`src/rtl/alu_result_tx.sv`:
```
// UART 8N1 transmitter for the ALU result byte: a rising edge on the push-button
// input captures `result` and shifts it out LSB first on `tx`.
module alu_result_tx #(
  parameter int CLKS_PER_BIT = 5208
) (
  input  logic       mclk,
  input  logic       rst_n,
  input  logic [7:0] result,
  input  logic       send,
  output logic       tx,
  output logic       busy,
  output logic       done
);

  localparam int CW = (CLKS_PER_BIT > 1) ? $clog2(CLKS_PER_BIT) : 1;
  localparam logic [CW-1:0] LAST = CW'(CLKS_PER_BIT - 1);

  typedef enum logic [1:0] {IDLE, START, DATA, STOP} state_t;

  state_t          state, state_n;
  logic [CW-1:0]   cnt, cnt_n;
  logic [2:0]      idx, idx_n;
  logic [7:0]      shreg, shreg_n;
  logic            tx_n, busy_n, done_n;
  logic            s1, s2, s3;
  logic            req;
  logic            bit_end;

  // Synchroniser flops reset high so a button held through reset release
  // never looks like a fresh press.
  always_ff @(posedge mclk or negedge rst_n) begin
    if (!rst_n) begin
      s1 <= 1'b1;
      s2 <= 1'b1;
      s3 <= 1'b1;
    end else begin
      // NOTE: non-blocking assignments make each flop take its neighbour's
      // pre-edge value; blocking ones would collapse the chain into one flop.
      s1 <= send;
      s2 <= s1;
      s3 <= s2;
    end
  end

  assign req     = s2 & ~s3;
  assign bit_end = (cnt == LAST);

  always_ff @(posedge mclk or negedge rst_n) begin
    if (!rst_n) begin
      state <= IDLE;
      cnt   <= '0;
      idx   <= '0;
      // NOTE: the shift register is cleared on reset as well, so an abandoned
      // frame leaves no stale byte behind.
      shreg <= '0;
      tx    <= 1'b1;
      busy  <= 1'b0;
      done  <= 1'b0;
    end else begin
      state <= state_n;
      cnt   <= cnt_n;
      idx   <= idx_n;
      shreg <= shreg_n;
      tx    <= tx_n;
      busy  <= busy_n;
      done  <= done_n;
    end
  end

  // Outputs are registered from the next-state view, so tx/busy/done change on
  // the same edge as the state they describe.
  always_comb begin
    // NOTE: every signal gets a default before the case so no path leaves one
    // unassigned, which would otherwise infer a latch.
    state_n = state;
    cnt_n   = cnt;
    idx_n   = idx;
    shreg_n = shreg;
    tx_n    = 1'b1;
    busy_n  = 1'b1;
    done_n  = 1'b0;

    case (state)
      IDLE: begin
        busy_n = 1'b0;
        if (req) begin
          state_n = START;
          shreg_n = result;
          cnt_n   = '0;
          idx_n   = '0;
          tx_n    = 1'b0;
          busy_n  = 1'b1;
        end
      end

      START: begin
        tx_n = 1'b0;
        if (bit_end) begin
          state_n = DATA;
          cnt_n   = '0;
          idx_n   = '0;
          tx_n    = shreg[0];
        end else begin
          cnt_n = cnt + CW'(1);
        end
      end

      DATA: begin
        tx_n = shreg[idx];
        if (bit_end) begin
          cnt_n = '0;
          if (idx == 3'd7) begin
            state_n = STOP;
            tx_n    = 1'b1;
          end else begin
            idx_n = idx + 3'd1;
            tx_n  = shreg[idx + 3'd1];
          end
        end else begin
          cnt_n = cnt + CW'(1);
        end
      end

      STOP: begin
        if (bit_end) begin
          state_n = IDLE;
          cnt_n   = '0;
          busy_n  = 1'b0;
          done_n  = 1'b1;
        end else begin
          cnt_n = cnt + CW'(1);
        end
      end

      default: begin
        state_n = IDLE;
        busy_n  = 1'b0;
      end
    endcase
  end

endmodule
```
`config.mk`:
```
export PLATFORM = sky130hd
export DESIGN_NAME = alu_result_tx
export DESIGN_NICKNAME = d
export VERILOG_FILES = /design/src/rtl/alu_result_tx.sv
export SDC_FILE = /design/constraint.sdc
export NUM_CORES = 1
export LEC_CHECK = 0
export BUFFER_PORTS_ARGS = -buffer_cell sky130_fd_sc_hd__buf_2
export CORE_MARGIN = 5
export CORE_UTILIZATION = 40
export CTS_CLUSTER_SIZE = 28
export DETAILED_ROUTE_END_ITERATION = 7
export GPL_TIMING_DRIVEN = 0
export HOLD_SLACK_MARGIN = 0.1
export PLACE_DENSITY = 0.56
export RECOVER_POWER = 100
export SLEW_MARGIN = 20
export SYNTH_ARGS = -nofsm -noshare
export SYNTH_HDL_FRONTEND = slang
export SYNTH_SLANG_ARGS = --single-unit
```
`constraint.sdc`:
```
create_clock -name mclk -period 4.58 [get_ports mclk]
set_input_delay 0.458 -clock mclk [delete_from_list [all_inputs] [get_ports mclk]]
set_output_delay 0.458 -clock mclk [all_outputs]
set_load 0.03 [all_outputs]
```
==> parameters.txt, run 1 <==
Parameter                              Value

Yosys
  Post-synthesis compound-gate area fraction    roughly 16%
  Number of synthesis warnings    0
  Number of enable-type register cells in the synthesized netlist    0
  Post-synth cell types    41
  Post-Syn Nets    ~180
  Post-synthesis adder-cell area fraction    ~6.6%
  Post-synthesis simple-gate area fraction    14.8%
  Summed instance area of the synthesized netlist    1700 µm²
  Post-synthesis register bit count    32
  Most used DFF post-synth    dfrtp_1
  Avg Cell Area, Syn    between 10 and 15 µm²
  Xor-xnor portion of the synthesized cell area    1.03%
  Main combinational cell family by area after synthesis    compound AO/OA/AOI/OAI gates
  Fraction of registers with async set/reset    100%
  Part of the Yosys area used for sequential elements    approximately 47%
  Mux share of post-synthesis cell area    between 10% and 20%
  Gate Count Post-Synth    about 160

Flow run
  Max-Cap Viols    1

Run status
  Status    complete, but fails checks
  Failing checks    max-capacitance violations, max-slew violations

Timing
  Number of max-slew violations in the final report    33
  Relative slew slack    -11.9%
  Final worst-path cycle share    between 50% and 60%
  Peak clock frequency supported by timing    386 MHz
  Worst Tran Pin Value    roughly 1.7 ns
  Number of failing hold endpoints at the final stage    0
  Final setup violating endpoints    0
  Total negative slack    0 ns
  Tmin final    about 2.6 ns
  Skew final    ~0.012 ns
  Unrepaired setup endpoints after global routing    no

Worst setup path
  Cell at the slowest stage of the critical path    nor3_1
  Maximum cell stage delay along the critical path    around 0.6 ns
  Worst reg2reg path startpoint    cnt[9]$_DFFE_PN0P_
  R2R setup slack    ~2.0 ns
  Reg2reg path depth    5
  Data arrival time of the critical path    ~2.8 ns
  R2R Path End    state[1]$_DFFE_PN0P_
  Category of the critical setup timing path    reg -> reg
  Highest fanout seen on the critical path    7
  Kind of launch point of the worst setup path    flip-flop
  Chain of cells forming the critical path    or4b_1 -> nor3_1 -> o21ai_0 -> a21oi_2 -> mux2_1
  Required arrival time at the worst endpoint    approximately 4.8 ns
  Capturing element type of the critical path    flip-flop

Finish
  Register area    806 µm²
  Non-filler instance count after layout    227
  Layout Nets    196
  Area used by multi-input combinational logic    817 µm²
  Ant diodes    0
  Fraction of layout cells with a size suffix above 1    ~18%
  Filler instances    approximately 390
  Signed area change from the synthesized netlist to the final layout    11.0%

Clock network
  Htree depth    2
  Total number of clock tree sinks    32
  TritonCTS clock tree    done
  Clock latency on the worst-skew pair    between 0.2 and 0.3 ns
  Hold Buf Count CTS    0
  Cell chosen for the clock root    clkbuf_8
  Max Buffers Root-to-Sink    2
  Clock edge transition at the registers on the reported setup and hold paths    about 0.070 ns
  Post-CTS Setup Bufs    0
  Count of cells resized by post-cts repair    0
  Number of CTS-inserted buffers    5

Floorplanning
  Ports placed on the boundary    14
  Area enclosed by the die boundary    around 5700 µm²
  Die Wd    around 75 µm
  Initial standard-cell utilization of the core    about two fifths
  Core region area    4060 µm²
  # rows    23
  Vertical die dimension    approximately 75 µm

Min path
  Endpoint with the worst hold slack    s1$_DFF_PN1_
  Hold Crit Class    in -> reg
  Start point of the worst hold path    send
  Cells on Worst Hold Path    1

Global routing
  GRT Util Overall    around 14%
  Pin count of the biggest net entering global routing    33
  Vias in the first global route    between 1000 and 1500
  Antenna violations before repair    0
  Overall overflow remaining after global route    0
  Wire length of the first global-routing pass    between 5 and 6 mm

Place
  Post-DP HPWL    between 2 and 2.5 mm
  Number of I/O port buffers    13
  Number of cells in the design after placement    approximately 220
  Placer congestion estimate    approximately 0.86

Route
  Routed length per placed instance    roughly 15 µm
  Antenna-violating nets left    0
  Ratio of routed vias to standard cells    about 5.5
  Overall via count from detail_route    approximately 1300
  First DRT Iteration DRCs    146
  Total DRC errors in the routed layout    0
  Total wirelength of the detailed-routed design    3.34 mm
  First-pass iteration count of the detailed router    4

Power
  Leakage    0.789 nW
  Power density over the cells    599 nW/µm²
  Worst vdd rail ir drop    ~0.00027 V
## cell families after synthesis
kind of cell | count (synthesis)
AOI/OAI and AO/OA | 40
xor gates and xnor gates | 2
adders and majority gates | 9
buffers and inverters | 13
DFF | 32
muxes | 15
and+or+nand+nor | 45
## routing by layer
| metal | wire length (µm) | global-route usage, % | vias to the layer above |
|---|---|---|---|
| met4 | 53 | 5.83 | 0 |
| met5 | 0 | 0 | - |
| li1 | - | - | 614 |
| met2 | 1460 | 21.2 | 34 |
| met1 | 1660 | 18.2 | 595 |
| met3 | 166 | 3.87 | 8 |
## worst max-delay path by stage
stage | depth (start not counted) | start | to | slack, ns
after floorplan | 5 | cnt[9]$_DFFE_PN0P_ | state[1]$_DFFE_PN0P_ | 2.60
after global placement | 7 | state[0]$_DFFE_PN0P_ | shreg[4]$_DFFE_PN0P_ | 2.44
final | 5 | cnt[9]$_DFFE_PN0P_ | state[1]$_DFFE_PN0P_ | 1.99
after CTS | 7 | state[0]$_DFFE_PN0P_ | shreg[4]$_DFFE_PN0P_ | 2.41
after global routing | 5 | cnt[9]$_DFFE_PN0P_ | cnt[11]$_DFFE_PN0P_ | 1.83
after detailed placement | 7 | state[0]$_DFFE_PN0P_ | shreg[4]$_DFFE_PN0P_ | 2.42
## metrics by stage
stage	setup WS (ns)	cell area (µm²)	util, %	total power (W)	hold slack (ns)
2_1_floorplan	2.60	1700	-	0.000807	0.162
3_3_place_gp	2.44	1830	45.1	0.000907	0.346
3_5_place_dp	2.42	1830	45.1	0.000923	0.348
4_1_cts	2.41	1920	47.3	0.00116	0.239
5_1_grt	1.83	1890	46.5	0.00123	0.255
6_report	1.99	1890	46.5	0.00113	0.275
## state kept, by name, summed over array words and instances (netlist names)
signal,cells
cnt,13
shreg,8
idx,3
state,2
busy,1
done,1
s1,1
s2,1
s3,1
tx,1
## cell type report
| class | count | area share, % |
|---|---|---|
| Buffer | 6 | 1.19 |
| Clock buffer | 6 | 4.38 |
| Clock inverter | 2 | 0.531 |
| Inverter | 7 | 1.39 |
| Multi-Input combinational cell | 111 | 43.3 |
| Sequential cell | 32 | 42.7 |
| Tap cell | 50 | 3.32 |
| Timing Repair Buffer | 13 | 3.18 |
## layout by cell type (no fill, tap or decap), drive strengths merged, types with 2 or more instances in the layout
cell,instances
and3,3
dfstp,4
nand2,12
clkbuf,15
nor2,5
buf,10
ha,9
mux2,9
o31ai,4
clkinv,2
nand3,9
mux4,3
a21oi,4
a31oi,6
nor3,3
o21ai,18
dfrtp,28
a22o,2
mux2i,3
nand4,2
nand2b,3
o211ai,2
inv,7
## power by group
part	internal, W	switching (W)	leakage [nW]
Combinational	0.000206	0.000246	0.338
Clock	0.000120	0.000106	0.0510
Sequential	0.000374	0.0000779	0.400
Total	0.000700	0.000430	0.789
## synthesized netlist by cell type (2+ instances only)
library cell | count | area share, %
o21ai_0 | 10 | 2.9
mux4_2 | 3 | 4.0
a21oi_1 | 3 | 0.88
clkbuf_1 | 5 | 1.1
nand2b_1 | 3 | 1.1
nand2_1 | 12 | 2.6
mux2i_1 | 3 | 1.8
dfrtp_1 | 28 | 41
nor2_1 | 5 | 1.1
nand3_1 | 9 | 2.6
a22o_1 | 2 | 1.0
mux2_1 | 2 | 1.3
ha_1 | 9 | 6.6
o31ai_1 | 3 | 1.3
dfstp_2 | 4 | 6.2
nand4_1 | 2 | 0.74
o211ai_1 | 2 | 0.88
mux2_2 | 7 | 4.6
nor3_1 | 2 | 0.59
o21ai_1 | 8 | 2.4
a31oi_1 | 6 | 2.2
inv_1 | 7 | 1.5
and3_1 | 3 | 1.1
## critical path: cells and delay by family, from the launching register on
| family | cells | cell delay [ns] |
|---|---|---|
| muxes | 1 | 0.33 |
| AOI/OAI and AO/OA | 2 | 0.49 |
| and+or+nand+nor | 2 | 1.21 |
| DFF | 1 | 0.44 |
Note: power is estimated with default switching activity, not from simulation.
==> inputs of run 2 (changes only) <==
--- a/config.mk
+++ b/config.mk
@@ -12,7 +12,7 @@
 export DETAILED_ROUTE_END_ITERATION = 7
 export GPL_TIMING_DRIVEN = 0
 export HOLD_SLACK_MARGIN = 0.1
-export PLACE_DENSITY = 0.56
+export PLACE_DENSITY = 0.58
 export RECOVER_POWER = 100
 export SLEW_MARGIN = 20
 export SYNTH_ARGS = -nofsm -noshare
==> constraint.sdc (replaced) <==
create_clock -name mclk -period 2.1 [get_ports mclk]
set_input_delay 0.21 -clock mclk [delete_from_list [all_inputs] [get_ports mclk]]
set_output_delay 0.21 -clock mclk [all_outputs]
set_load 0.03 [all_outputs]
==> run 2 against run 1 <==
Effect of this change:
- the run now ends clean
- clock-buffer cell count unchanged
- utilization up 2.0 points
- design area up 4.2%
- critical path depth unchanged
- critical endpoint unchanged
- maximum frequency up 28%
- hold slack worse by 0.13 ns
==> parameters.txt, run 2 (synthesized netlist as in run 1, its figures left out) <==
Parameter                              Value

Run status
  Status    finished, final reports clean (was complete, but fails checks)

Worst setup path
  R2R setup slack    0.07 ns (was 1.99 ns)
  Kind of launch point of the worst setup path    flip-flop (unchanged)
  Highest fanout seen on the critical path    7 (unchanged)
  Top delay family on crit path    simple AND/OR/NAND/NOR gates (unchanged)
  Worst reg2reg path startpoint    cnt[9]$_DFFE_PN0P_ (unchanged)
  Buffering stage count on the worst path with inverters included    0 (unchanged)
  Data arrival time of the critical path    2.19 ns (was 2.76 ns)
  R2R Path End    state[1]$_DFFE_PN0P_ (unchanged)
  Reg2reg path depth    5 (unchanged)
  Chain of cells forming the critical path    or4b_4 -> nor3_4 -> o21ai_2 -> a21oi_2 -> mux2_1 (was or4b_1 -> nor3_1 -> o21ai_0 -> a21oi_2 -> mux2_1)
  Category of the critical setup timing path    reg -> reg (unchanged)
  Maximum cell stage delay along the critical path    0.60 ns (was 0.61 ns)
  Cell at the slowest stage of the critical path    or4b_4 (was nor3_1)
  Required arrival time at the worst endpoint    2.26 ns (was 4.75 ns)
  Capturing element type of the critical path    flip-flop (unchanged)

Clock network
  Total number of clock tree sinks    32 (unchanged)
  Max Buffers Root-to-Sink    2 (unchanged)
  TritonCTS clock tree    done (unchanged)
  Htree depth    2 (unchanged)
  Cell chosen for the clock root    clkbuf_8 (unchanged)
  Number of CTS-inserted buffers    5 (unchanged)
  Clock latency on the worst-skew pair    0.28 ns (about the same)
  Clock edge transition at the registers on the reported setup and hold paths    0.07 ns (about the same)

Floorplanning
  Die Wd    75.2 µm (unchanged)
  Area enclosed by the die boundary    5660 µm² (unchanged)
  Vertical die dimension    75.2 µm (unchanged)
  Core region area    4060 µm² (unchanged)
  # rows    23 (unchanged)
  Initial standard-cell utilization of the core    41.9% (unchanged)
  Ports placed on the boundary    14 (unchanged)

Finish
  Finished layout cell area    1970 µm² (was 1890 µm²)
  Filler instances    366 (was 386)
  Most flops, register    cnt (unchanged)
  Commonest non-fill, non-tap cell in the layout    dfrtp_1 (unchanged)
  Number of flip-flops in the largest register    13 (unchanged)
  Largest registers    cnt (13), shreg (8), idx (3) (unchanged)
  Fraction of layout cells with a size suffix above 1    24.4% (was 18.1%)
  Leading cell types in the layout, fill and taps excluded    dfrtp_1, nand2_1, o21ai_0 (was dfrtp_1, o21ai_0, nand2_1)
  Signed area change from the synthesized netlist to the final layout    15.7% (was 11.0%)
  Layout Nets    199 (was 196)
  Ant diodes    0 (unchanged)

Power
  PnR Total Power    0.00256 W (was 0.00113 W)
  Leakage    0.833 nW (was 0.789 nW)
  Worst vdd rail ir drop    0.000476 V (was 0.000271 V)
  Part of the power in registers    38.6% (was 40.0%)
  Switching power as a share of total power    38.0% (was 38.1%)
  Clock network power share    19.1% (was 20.0%)
  Design internal power    0.00159 W (was 0.000700 W)
  Switching power    0.000973 W (was 0.000430 W)
  Combinational cell fraction of total power    42.4% (was 40.0%)
  Power density over the cells    1300 nW/µm² (was 599 nW/µm²)

Global routing
  Pin count of the biggest net entering global routing    33 (unchanged)
  GRT Util Overall    14.4% (was 13.8%)
  Overall overflow remaining after global route    0 (unchanged)
  Wire length of the first global-routing pass    6.22 mm (was 5.88 mm)
  Vias in the first global route    1309 (was 1245)
  Antenna violations before repair    0 (unchanged)

Route
  First DRT Iteration DRCs    93 (was 146)
  Total DRC errors in the routed layout    0 (unchanged)
  Overall via count from detail_route    1268 (was 1251)
  Ratio of routed vias to standard cells    5.51 (about the same)
  Antenna-violating nets left    0 (unchanged)
  Routed length per placed instance    15.0 µm (was 14.7 µm)
  Total wirelength of the detailed-routed design    3.46 mm (was 3.34 mm)
  First-pass iteration count of the detailed router    4 (unchanged)

Min path
  Endpoint with the worst hold slack    shreg[4]$_DFFE_PN0P_ (was s1$_DFF_PN1_)
  Start point of the worst hold path    result[4] (was send)
  Hold Crit Class    in -> reg (unchanged)
  Cells on Worst Hold Path    2 (was 1)

Place
  Placer congestion estimate    0.876 (was 0.855)
  Dpl cell area    1830 µm² (unchanged)
  Number of I/O port buffers    13 (unchanged)
  Post-DP HPWL    2.38 mm (was 2.33 mm)

Flow run
  Max-Cap Viols    0 (was 1)

Timing
  Skew final    0.00352 ns (was 0.0115 ns)
  Peak clock frequency supported by timing    493 MHz (was 386 MHz)
  Worst Tran Pin Value    0.765 ns (was 1.68 ns)
  Relative slew slack    49.0% (was -11.9%)
  Unrepaired setup endpoints after global routing    no (unchanged)
  Number of failing hold endpoints at the final stage    0 (unchanged)
  Final worst-path cycle share    96.5% (was 56.5%)
  Tmin final    2.03 ns (was 2.59 ns)
  Final setup violating endpoints    0 (unchanged)
  Number of max-slew violations in the final report    0 (was 33)
run 2: cell count changes in the layout (fill, tap and decap cells not counted), sizes merged:
cell / change
clkbuf: -2
dlygate4sd3: +2
buf: +3
run 2: what timing repair did:
action,CTS,global route
hold buffers,2,0
buffers inserted,0,4
endpoints found under the setup margin,9,15
endpoints found under the hold margin,29,0
gates resized for setup,0,5
pin swaps,1,3
run 2: per-stage QoR:
| stage | util, % | hold WS (ns) | TNS (ns) | std cells | setup slack [ns] |
|---|---|---|---|---|---|
| 3_5_place_dp | 45.1 | 0.301 | -0.419 | 219 | -0.0638 |
| 6_report | 48.5 | 0.145 | 0 | 230 | 0.0730 |
| 5_1_grt | 48.5 | 0.143 | 0 | 230 | 0.00809 |
| 4_1_cts | 47.7 | 0.138 | 0 | 228 | 0.00306 |
| 3_3_place_gp | 45.1 | 0.292 | -0.0591 | 219 | -0.0316 |
| 2_1_floorplan | - | -0.0856 | 0 | 156 | 0.115 |
run 2: worst max path at each step:
| stage | cells past startpoint | startpoint | endpoint |
|---|---|---|---|
| final | 5 | cnt[9]$_DFFE_PN0P_ | state[1]$_DFFE_PN0P_ |
| after detailed placement | 7 | state[1]$_DFFE_PN0P_ | shreg[4]$_DFFE_PN0P_ |
| after global placement | 7 | state[0]$_DFFE_PN0P_ | shreg[4]$_DFFE_PN0P_ |
| after floorplan | 5 | cnt[9]$_DFFE_PN0P_ | state[1]$_DFFE_PN0P_ |
| after CTS | 6 | cnt[0]$_DFFE_PN0P_ | state[1]$_DFFE_PN0P_ |
| after global routing | 5 | cnt[9]$_DFFE_PN0P_ | state[1]$_DFFE_PN0P_ |
run 2: power by group through the flow:
stage	clock network [W]	logic, W	registers (W)
floorplan	0	0.000777	0.000983
global placement	0	0.000998	0.000980
detailed placement	0	0.00102	0.000995
CTS	0.000500	0.00104	0.000985
global route	0.000532	0.00122	0.00101
finish	0.000488	0.00108	0.000988
run 2: cell type report:
| cell class | count | area (µm²) | area share, % |
|---|---|---|---|
| timing repair buffer | 19 | 111 | 5.66 |
| sequential | 32 | 808 | 41.1 |
| buffer | 3 | 11.3 | 0.573 |
| tap | 50 | 62.6 | 3.18 |
| clock inverter | 2 | 10.0 | 0.509 |
| multi-input combinational | 111 | 855 | 43.4 |
| inverter | 7 | 26.3 | 1.34 |
| clock buffer | 6 | 82.6 | 4.20 |
run 2: metal layers:
layer / wire [µm] / vias to the layer above / part of all wire, % / global-route usage (%)
met5: 0 / - / 0 / 0
met4: 50 / 0 / 1.4 / 5.05
met3: 137 / 6 / 4.0 / 4.14
met2: 1620 / 25 / 47 / 22.1
met1: 1650 / 618 / 48 / 19.5
li1: - / 619 / - / -
